[src/rtl/lattice_pkg.sv]
`default_nettype none
// ============================================================================
//  Module      : lattice_pkg
//  Description : Shared constants and helpers for the 8x8 lattice display
//                arbiter: matrix geometry, one-hot owner codes, row-off value.
//  Revision    : 1.0 - initial release
// ============================================================================
package lattice_pkg;

    localparam int ROWS    = 8;
    localparam int COLS    = 8;
    localparam int FRAME_W = 64;

    // One-hot owner codes as presented on the owner output.
    localparam logic [1:0] OWN_NONE = 2'b00;
    localparam logic [1:0] OWN_0    = 2'b01;
    localparam logic [1:0] OWN_1    = 2'b10;

    // Active-low row drive with every row switched off.
    localparam logic [7:0] ROW_OFF  = 8'hFF;

    // Requester index to one-hot owner code.
    function automatic logic [1:0] own_onehot(input logic idx);
        return idx ? OWN_1 : OWN_0;
    endfunction

endpackage
`default_nettype wire

[src/rtl/lattice_row_scanner.sv]
`default_nettype none
// ============================================================================
//  Module      : lattice_row_scanner
//  Description : Row/column scan engine. Each scan tick presents one row of
//                the latched frame and advances the row index; the tick on
//                the last row raises frame_done for one clk.
//  Ports       : clk, rst         - clock, synchronous active-high reset
//                i_scan_tick      - one-clk row advance enable
//                i_frame_buf      - latched 64-bit frame (8 bits per row)
//                o_row_idx        - row that the next tick will present
//                o_frame_done     - one-clk pulse on the frame-boundary tick
//                o_row / o_col    - active-low row select / column data
//  Revision    : 1.0 - initial release
// ============================================================================
module lattice_row_scanner
    import lattice_pkg::*;
(
    input  logic               clk,
    input  logic               rst,
    input  logic               i_scan_tick,
    input  logic [FRAME_W-1:0] i_frame_buf,
    output logic [2:0]         o_row_idx,
    output logic               o_frame_done,
    output logic [ROWS-1:0]    o_row,
    output logic [COLS-1:0]    o_col
);

    logic [2:0]      r_row_idx;
    logic            r_frame_done;
    logic [ROWS-1:0] r_row;
    logic [COLS-1:0] r_col;
    logic [5:0]      w_bit_base;

    assign w_bit_base = {r_row_idx, 3'b000};

    always_ff @(posedge clk) begin
        if (rst) begin
            r_row_idx    <= 3'd0;
            r_frame_done <= 1'b0;
            r_row        <= ROW_OFF;
            r_col        <= '0;
        end else if (i_scan_tick) begin
            r_row        <= ~(8'd1 << r_row_idx);
            r_col        <= i_frame_buf[w_bit_base +: COLS];
            r_row_idx    <= r_row_idx + 3'd1;     // wraps 7 -> 0
            r_frame_done <= (r_row_idx == 3'd7);
        end else begin
            r_frame_done <= 1'b0;
        end
    end

    assign o_row_idx    = r_row_idx;
    assign o_frame_done = r_frame_done;
    assign o_row        = r_row;
    assign o_col        = r_col;

endmodule
`default_nettype wire

[src/rtl/lattice_scan_arbiter.sv]
`default_nettype none
// ============================================================================
//  Module      : lattice_scan_arbiter
//  Description : Shares one 8x8 dot-matrix between two frame sources.
//                Ownership and the displayed frame change only at frame
//                boundaries (no tearing); round-robin arbitration with a
//                minimum dwell of DWELL frames per owner.
//  Ports       : clk, rst     - clock, synchronous active-high reset
//                scan_tick    - one-clk row advance enable
//                req[1:0]     - level requests from the two sources
//                frame0/1     - 64-bit images, bits [8r+7:8r] = row r
//                gnt[1:0]     - one-clk pulse on each (re)grant
//                owner[1:0]   - one-hot current owner, 00 = none
//                frame_done   - one-clk pulse on each frame-boundary tick
//                row / col    - active-low row select / column data
//  Revision    : 1.0 - initial release
// ============================================================================
module lattice_scan_arbiter
    import lattice_pkg::*;
#(
    parameter int DWELL      = 4,
    parameter bit BLANK_IDLE = 1'b1
)(
    input  logic               clk,
    input  logic               rst,
    input  logic               scan_tick,
    input  logic [1:0]         req,
    input  logic [FRAME_W-1:0] frame0,
    input  logic [FRAME_W-1:0] frame1,
    output logic [1:0]         gnt,
    output logic [1:0]         owner,
    output logic               frame_done,
    output logic [ROWS-1:0]    row,
    output logic [COLS-1:0]    col
);

    localparam logic [0:0] S_IDLE = 1'b0;
    localparam logic [0:0] S_SHOW = 1'b1;

    localparam logic [7:0] c_dwell_lim = 8'(DWELL - 1);

    logic [0:0]         r_state,     w_state_nxt;
    logic               r_owner_idx, w_owner_idx_nxt;
    logic [1:0]         r_owner,     w_owner_nxt;
    logic               r_last,      w_last_nxt;
    logic [7:0]         r_dwell,     w_dwell_nxt;
    logic [FRAME_W-1:0] r_frame_buf, w_frame_buf_nxt;
    logic [1:0]         r_gnt,       w_gnt_nxt;

    logic [2:0]         w_row_idx;
    logic               w_boundary;
    logic               w_keep;
    logic               w_first;
    logic               w_win_idx;
    logic               w_win_valid;

    lattice_row_scanner u_scanner (
        .clk          (clk),
        .rst          (rst),
        .i_scan_tick  (scan_tick),
        .i_frame_buf  (r_frame_buf),
        .o_row_idx    (w_row_idx),
        .o_frame_done (frame_done),
        .o_row        (row),
        .o_col        (col)
    );

    // The frame buffer is reloaded on the same edge that shows row 7, so
    // row 7 still comes from the old frame and row 0 from the new one.
    assign w_boundary = scan_tick && (w_row_idx == 3'd7);

    // Owner keeps the display while it still wants it and dwell remains.
    assign w_keep = (r_state == S_SHOW) && req[r_owner_idx] && (r_dwell < c_dwell_lim);

    // Round-robin: the side after the last winner is tried first.
    assign w_first     = ~r_last;
    assign w_win_valid = |req;
    assign w_win_idx   = req[w_first] ? w_first : r_last;

    // ---- state register ----------------------------------------------------
    always_ff @(posedge clk) begin
        if (rst) begin
            r_state <= S_IDLE;
        end else begin
            r_state <= w_state_nxt;
        end
    end

    // ---- next-state logic --------------------------------------------------
    always_comb begin
        w_state_nxt = r_state;
        if (w_boundary && !w_keep) begin
            w_state_nxt = w_win_valid ? S_SHOW : S_IDLE;
        end
    end

    // ---- output / datapath next values -------------------------------------
    always_comb begin
        w_owner_idx_nxt = r_owner_idx;
        w_owner_nxt     = r_owner;
        w_last_nxt      = r_last;
        w_dwell_nxt     = r_dwell;
        w_frame_buf_nxt = r_frame_buf;
        w_gnt_nxt       = 2'b00;
        if (w_boundary) begin
            if (w_keep) begin
                w_dwell_nxt     = r_dwell + 8'd1;
                w_frame_buf_nxt = r_owner_idx ? frame1 : frame0;
            end else if (w_win_valid) begin
                // Also covers a re-grant to the current owner.
                w_owner_idx_nxt = w_win_idx;
                w_owner_nxt     = own_onehot(w_win_idx);
                w_last_nxt      = w_win_idx;
                w_dwell_nxt     = 8'd0;
                w_frame_buf_nxt = w_win_idx ? frame1 : frame0;
                w_gnt_nxt       = own_onehot(w_win_idx);
            end else begin
                w_owner_nxt = OWN_NONE;
                if (BLANK_IDLE) begin
                    w_frame_buf_nxt = '0;
                end
            end
        end
    end

    // ---- datapath registers ------------------------------------------------
    always_ff @(posedge clk) begin
        if (rst) begin
            r_owner_idx <= 1'b0;
            r_owner     <= OWN_NONE;
            r_last      <= 1'b1;        // requester 0 wins the first contest
            r_dwell     <= 8'd0;
            r_frame_buf <= '0;
            r_gnt       <= 2'b00;
        end else begin
            r_owner_idx <= w_owner_idx_nxt;
            r_owner     <= w_owner_nxt;
            r_last      <= w_last_nxt;
            r_dwell     <= w_dwell_nxt;
            r_frame_buf <= w_frame_buf_nxt;
            r_gnt       <= w_gnt_nxt;
        end
    end

    assign gnt   = r_gnt;
    assign owner = r_owner;

endmodule
`default_nettype wire

[config.mk]
export PLATFORM = sky130hd
export DESIGN_NAME = lattice_scan_arbiter
export DESIGN_NICKNAME = d
export VERILOG_FILES = /design/src/rtl/lattice_pkg.sv /design/src/rtl/lattice_row_scanner.sv /design/src/rtl/lattice_scan_arbiter.sv
export SDC_FILE = /design/constraint.sdc
export NUM_CORES = 1
export LEC_CHECK = 0
export CORE_AREA = 2 2 97 137
export DETAILED_ROUTE_END_ITERATION = 6
export DIE_AREA = 0 0 99 139
export GPL_TIMING_DRIVEN = 0
export PLACE_DENSITY = 0.82
export SLEW_MARGIN = 0
export SYNTH_ARGS = -nofsm -noshare
export SYNTH_HDL_FRONTEND = slang
export SYNTH_HIERARCHICAL = 1
export SYNTH_SLANG_ARGS = --single-unit
[constraint.sdc]
create_clock -name clk -period 4 [get_ports clk]
set_input_delay 0.8 -clock clk [delete_from_list [all_inputs] [get_ports clk]]
set_output_delay 0.8 -clock clk [all_outputs]
set_load 0.01 [all_outputs]
# [Word-level counts from Yosys, hierarchy flattened]
# Index checks and enable logic that the tools add are counted.
[word_totals] reg_bits=99 output_inout_bits=21
[classes] n_reduce_logical=12 n_bitwise=5 shift=2 n_eq_ne=1 n_mux=14 add_sub_neg=2 order_cmp=3
[ops] op="two-way mux 64 bit" count=4
[ops] op="indexed part select 64 x 7 -> 8 bit" count=1
[ops] op="two-way mux 8 bit" count=2
[ops] op="adder 8 x 1 -> 8 bit, second input constant" count=1
[ops] op="< comparator 8 x 2 -> 1 bit, second input constant" count=1
[ops] op="NOT 8 bit" count=1
[ops] op="<< shifter 1 x 3 -> 8 bit, first input constant" count=1
[ops] op="two-way mux 1 bit" count=6
[ops] op="logical AND 1 bit" count=4
[ops] op="< comparator 1 x 2 -> 1 bit, second input constant" count=2
[ops] op="two-way mux 2 bit" count=2
[ops] op="NOT 1 bit" count=4
[ops] op="AND reduction 2 bit" count=2
[ops] op="OR reduction 2 bit" count=2
[ops] op="adder 3 x 1 -> 3 bit, second input constant" count=1
[ops] op="equality test 3 bit, second input constant" count=1
[ops] op="AND reduction 3 bit" count=1
[ops] op="OR reduction 3 bit" count=1
[ops] op="nonzero test 2 bit" count=1
[ops] op="zero test 1 bit" count=1

# [Depth between registers and ports, before layout]
[logic_depth] word_depth=7 depth_mapped=8

# [Modules after synthesis]
# Netlist, hierarchy kept.
[modules_own_cells] mod="lattice_scan_arbiter" n_inst=1 cells_each=441 area_per_inst_um2=4116.4
[modules_own_cells] mod="lattice_row_scanner" n_inst=1 cells_each=143 area_per_inst_um2=1402.6

# [Least setup slack after synthesis]
# Ideal clock, no wire load.
[synth_path] kind="input to register" startpoint="input port rst" endpoint="register r_frame_buf[29]" slack_ns=2.146 n_path_buf=2 stages=5 required_ns=3.917 setup_time_ns=0.083 t_arrival_ns=1.772 path_cell_list="clkbuf_1 > nor2_1 > clkbuf_1 > nand2_1 > o221ai_1"
[synth_lines] element="start: declaration" line="lattice_scan_arbiter.sv:25" source="input logic rst,"
[synth_lines] element="end signal: assignment" line="lattice_scan_arbiter.sv:140" source="r_frame_buf <= w_frame_buf_nxt;"
[synth_lines] element="end: declaration" line="lattice_scan_arbiter.sv:47" source="logic [FRAME_W-1:0] r_frame_buf, w_frame_buf_nxt;"

# [Worst setup path after layout]
[layout_path] startpoint="input port scan_tick" endpoint="register r_frame_buf[34]"
[layout_between] elab_chain_cells=1
[layout_rtl] element="start: declaration" line="lattice_scan_arbiter.sv:26" source="input logic scan_tick,"
[layout_rtl] element="logical AND 1 bit" line="lattice_scan_arbiter.sv:70" source="assign w_boundary = scan_tick && (w_row_idx == 3'd7);"
# No other way between the ends.
# A chain may end at the register's enable or synchronous reset.

==> metrics.md <==
| Metric | Value |
|---|---|
| Mux share of post-synthesis cell area | `18.2%` |
| YS warnings | `6` |
| Setup TNS | `0 ps` |
| Core Rows | `49` |
| Synth Net Count | `725` |
| Post-synth top area share | `35.9%` |
| Drt wl/cell | `18.7 µm` |
| First-pass GRT wire length | `26700 µm` |
| Final setup violation count | `0` |
| Slowest cell delay on critical path | `620 ps` |
| Sequential share of power | `43.7%` |
| Sw Share | `24.1%` |
| Max-cap violations | `0` |
| Hold Path Class | `reg2reg` |
| Synth Area per Inst | `9.45 µm²` |
| TritonCTS clock tree | `done` |
| Seq/Total Area, Yosys | `35.9%` |
| Slowest-stage cell, CP | `nor2_1` |
| Internal | `1.76 mW` |
| H-tree depth | `3` |
| Peak VDD IR | `189 µV` |
| Post-synth EDFFs | `0` |
| Post-synth top flop | `dfxtp_1` |
| Most area-hungry cell type in the Yosys netlist | `dfxtp_1` |
| Library cells used by synthesis | `42` |
| Fin crit share | `62.5%` |
| P_leak | `2.59 nW` |
| Drt first pass iters | `5` |
| Unrepaired setup endpoints after global routing | `false` |
| Crit path arrival time | `2770 ps` |
| Die H | `139 µm` |
| Die W | `99 µm` |
| Layout cell share with drive strength beyond 1 | `9.71%` |
| Area growth, synth to finish | `36.6%` |
| Slew margin rel. | `46.1%` |
| DP Area | `7230 µm²` |
| DP Wirelength | `13100 µm` |
| Post-Synth XOR/XNOR Area | `0.635%` |
| FF+latch count, synth | `99` |
| Logic pwr share | `17.4%` |
| Worst Skew | `5.93 ps` |
| Top cells by area, synth | `dfxtp_1 36%, mux2i_1 15%, o221ai_1 10%` |
| Largest net degree at the start of global routing | `15` |
| Detailed Route WL | `16900 µm` |
| Fin. max-slew vios | `0` |
| Maximum clock rate | `400 MHz` |
| Worst-Margin Slew | `805 ps` |
| Via/cell ratio | `6.12` |
| NumNets Final | `888` |
| Most frequent cell after synthesis | `dfxtp_1` |
| CTS resizes | `0` |
| GRT Util Overall | `23.9%` |
| Final hold violation count | `0` |
| Initial Util | `43.9%` |
| Post-Synth Simple-Gate Area | `11.5%` |
| Crit-path cells | `clkdlybuf4s50_1, and4_1, nor2_1, clkbuf_1, nand2_1, o221ai_1` |
| Postcts setup bufs | `0` |
| Vias in the first global route | `5531` |
| Synthesized cell area | `5520 µm²` |
| Inserted Clock Buffers | `9` |
| CP top delay family | `simple AND/OR/NAND/NOR gates` |
| Post-route DRC | `0` |
| Worst Path Buf+Inv | `2` |
| Req. time, crit path | `4270 ps` |
| Clk sinks | `99` |
| Port buffer count | `152` |
| Synth top cells by count | `99 x dfxtp_1, 81 x mux2i_1, 74 x nand2_1` |
| Power Density | `307 nW/µm²` |
| Worst-skew pair later-pin latency | `350 ps` |
| DR vias | `5537` |
| I/O pins | `154` |
| CTS clock-pin slew for the worst setup and hold paths | `70 ps` |
| Initial antenna violation count | `0` |
| Type of the worst setup path | `in2reg` |
| Buffer depth of the longest clock path | `2` |
| Antenna diodes | `0` |
| Max FO, Critical Path | `10` |
| Startpoint Class | `primary input` |
| Minimum clock period | `2500 ps` |
| GPL Wtd Cong | `0.923` |
| Outcome | `complete, no violations` |
| Gate Count Post-Synth | `584` |
| Post-route antenna net violation count | `0` |
| Grt total ovfl | `0` |
| Core Footprint | `12600 µm²` |
| Clock power share | `38.9%` |
| Die ar. | `13800 µm²` |
| Fraction of the mapped netlist area in adder cells | `1.81%` |
| Drt initial violations | `394` |
| Synth Area in Compound Gates | `25.8%` |
| Finished Cell Area | `7540 µm²` |
| CTS root buf | `clkbuf_16` |
| Psw | `0.557 mW` |
| Hold_buf cts | `0` |
| CP endpoint kind | `register` |
| Synth async-reset ratio | `0%` |
| Largest family of logic cells by synthesized area | `compound AO/OA/AOI/OAI gates` |
==> registers in the layout, indices dropped and copies added, names as in the netlist, 2 cells and up <==
name,count
owner,2
u_scanner/o_col,8
gnt,2
u_scanner/o_row,8
u_scanner/o_row_idx,3
r_frame_buf,64
r_dwell,8
==> per-stage QoR <==
| stage | utilization [%] | hold slack, ps | total power [mW] | setup slack (ps) | instances |
|---|---|---|---|---|---|
| 2_1_floorplan | - | 427 | 1.21 | 2150 | 584 |
| 3_3_place_gp | 57.5 | 445 | 1.42 | 1240 | 889 |
| 3_5_place_dp | 57.5 | 452 | 1.43 | 1200 | 889 |
| 4_1_cts | 60.0 | 471 | 2.31 | 1540 | 905 |
| 5_1_grt | 60.0 | 493 | 2.38 | 1380 | 905 |
| 6_report | 60.0 | 469 | 2.32 | 1500 | 905 |
==> layout by cell type (no fill, tap or decap), types with 4 or more instances in the layout <==
cell and n:
clkbuf_1 30, nand3_1 5, a211oi_2 8, o221ai_1 65
dfxtp_1 99, buf_6 4, xnor2_1 4, clkbuf_16 9
a21oi_1 11, nand2_1 74, o22ai_1 9, ha_1 8
inv_1 8, mux2_2 17, nand2b_1 7, buf_2 17
o21ai_0 8, a221o_1 7, nor2_1 26, a22oi_1 65
mux2i_1 81, clkdlybuf4s50_1 152
==> power groups by stage <==
stage	Sequential (mW)	Combinational [mW]	Clock (mW)
floorplan	1.03	0.179	0
global placement	1.03	0.386	0
detailed placement	1.03	0.397	0
CTS	1.01	0.399	0.903
global route	1.01	0.430	0.934
finish	1.01	0.404	0.901
==> worst register-to-register path, stage by stage, from the launching register on <==
cell	delay [ps]
dfxtp_1	520
nand4_2	300
nor2_1	270
nand4_2	320
buf_2	320
o221ai_1	230
==> routing by layer <==
metal  vias to the layer above  track usage (%)  wire [µm]
li1                       2590                -          -
met1                      2679             27.3       6560
met2                       214             43.1       8940
met3                        54             2.47        746
met4                         0             12.6        674
met5                         -                0          0
==> kinds of logic (layout without fill, tap and decap cells) <==
group | Yosys count | in the layout
AO/OA/AOI/OAI | 179 | 179
AND/OR/NAND/NOR | 134 | 134
flip-flops | 99 | 99
multiplexers | 98 | 98
buffers and inverters | 62 | 230
adder cells (fa/ha/maj) | 8 | 8
XOR/XNOR | 4 | 4
==> cell type report <==
type,count,area (µm²)
timing repair buffer,152,1520
inverter,8,30.0
sequential,99,1980
tap,153,191
clock buffer,15,278
buffer,54,310
clock inverter,1,30.0
fill,1038,5030
multi-input combinational,423,3200
==> path summary, 6_finish.rpt <==
path | from | endpoint | slack (ps) | cells after the start
setup / recovery | scan_tick | r_frame_buf[34] | 1500 | 6
hold / removal | r_frame_buf[54] | r_frame_buf[54] | 470 | 2
setup reg to reg | u_scanner/o_row_idx[1] | r_frame_buf[35] | 1960 | 5
hold reg to reg | r_frame_buf[54] | r_frame_buf[54] | 470 | 2
(Power assumes the default switching activity.)
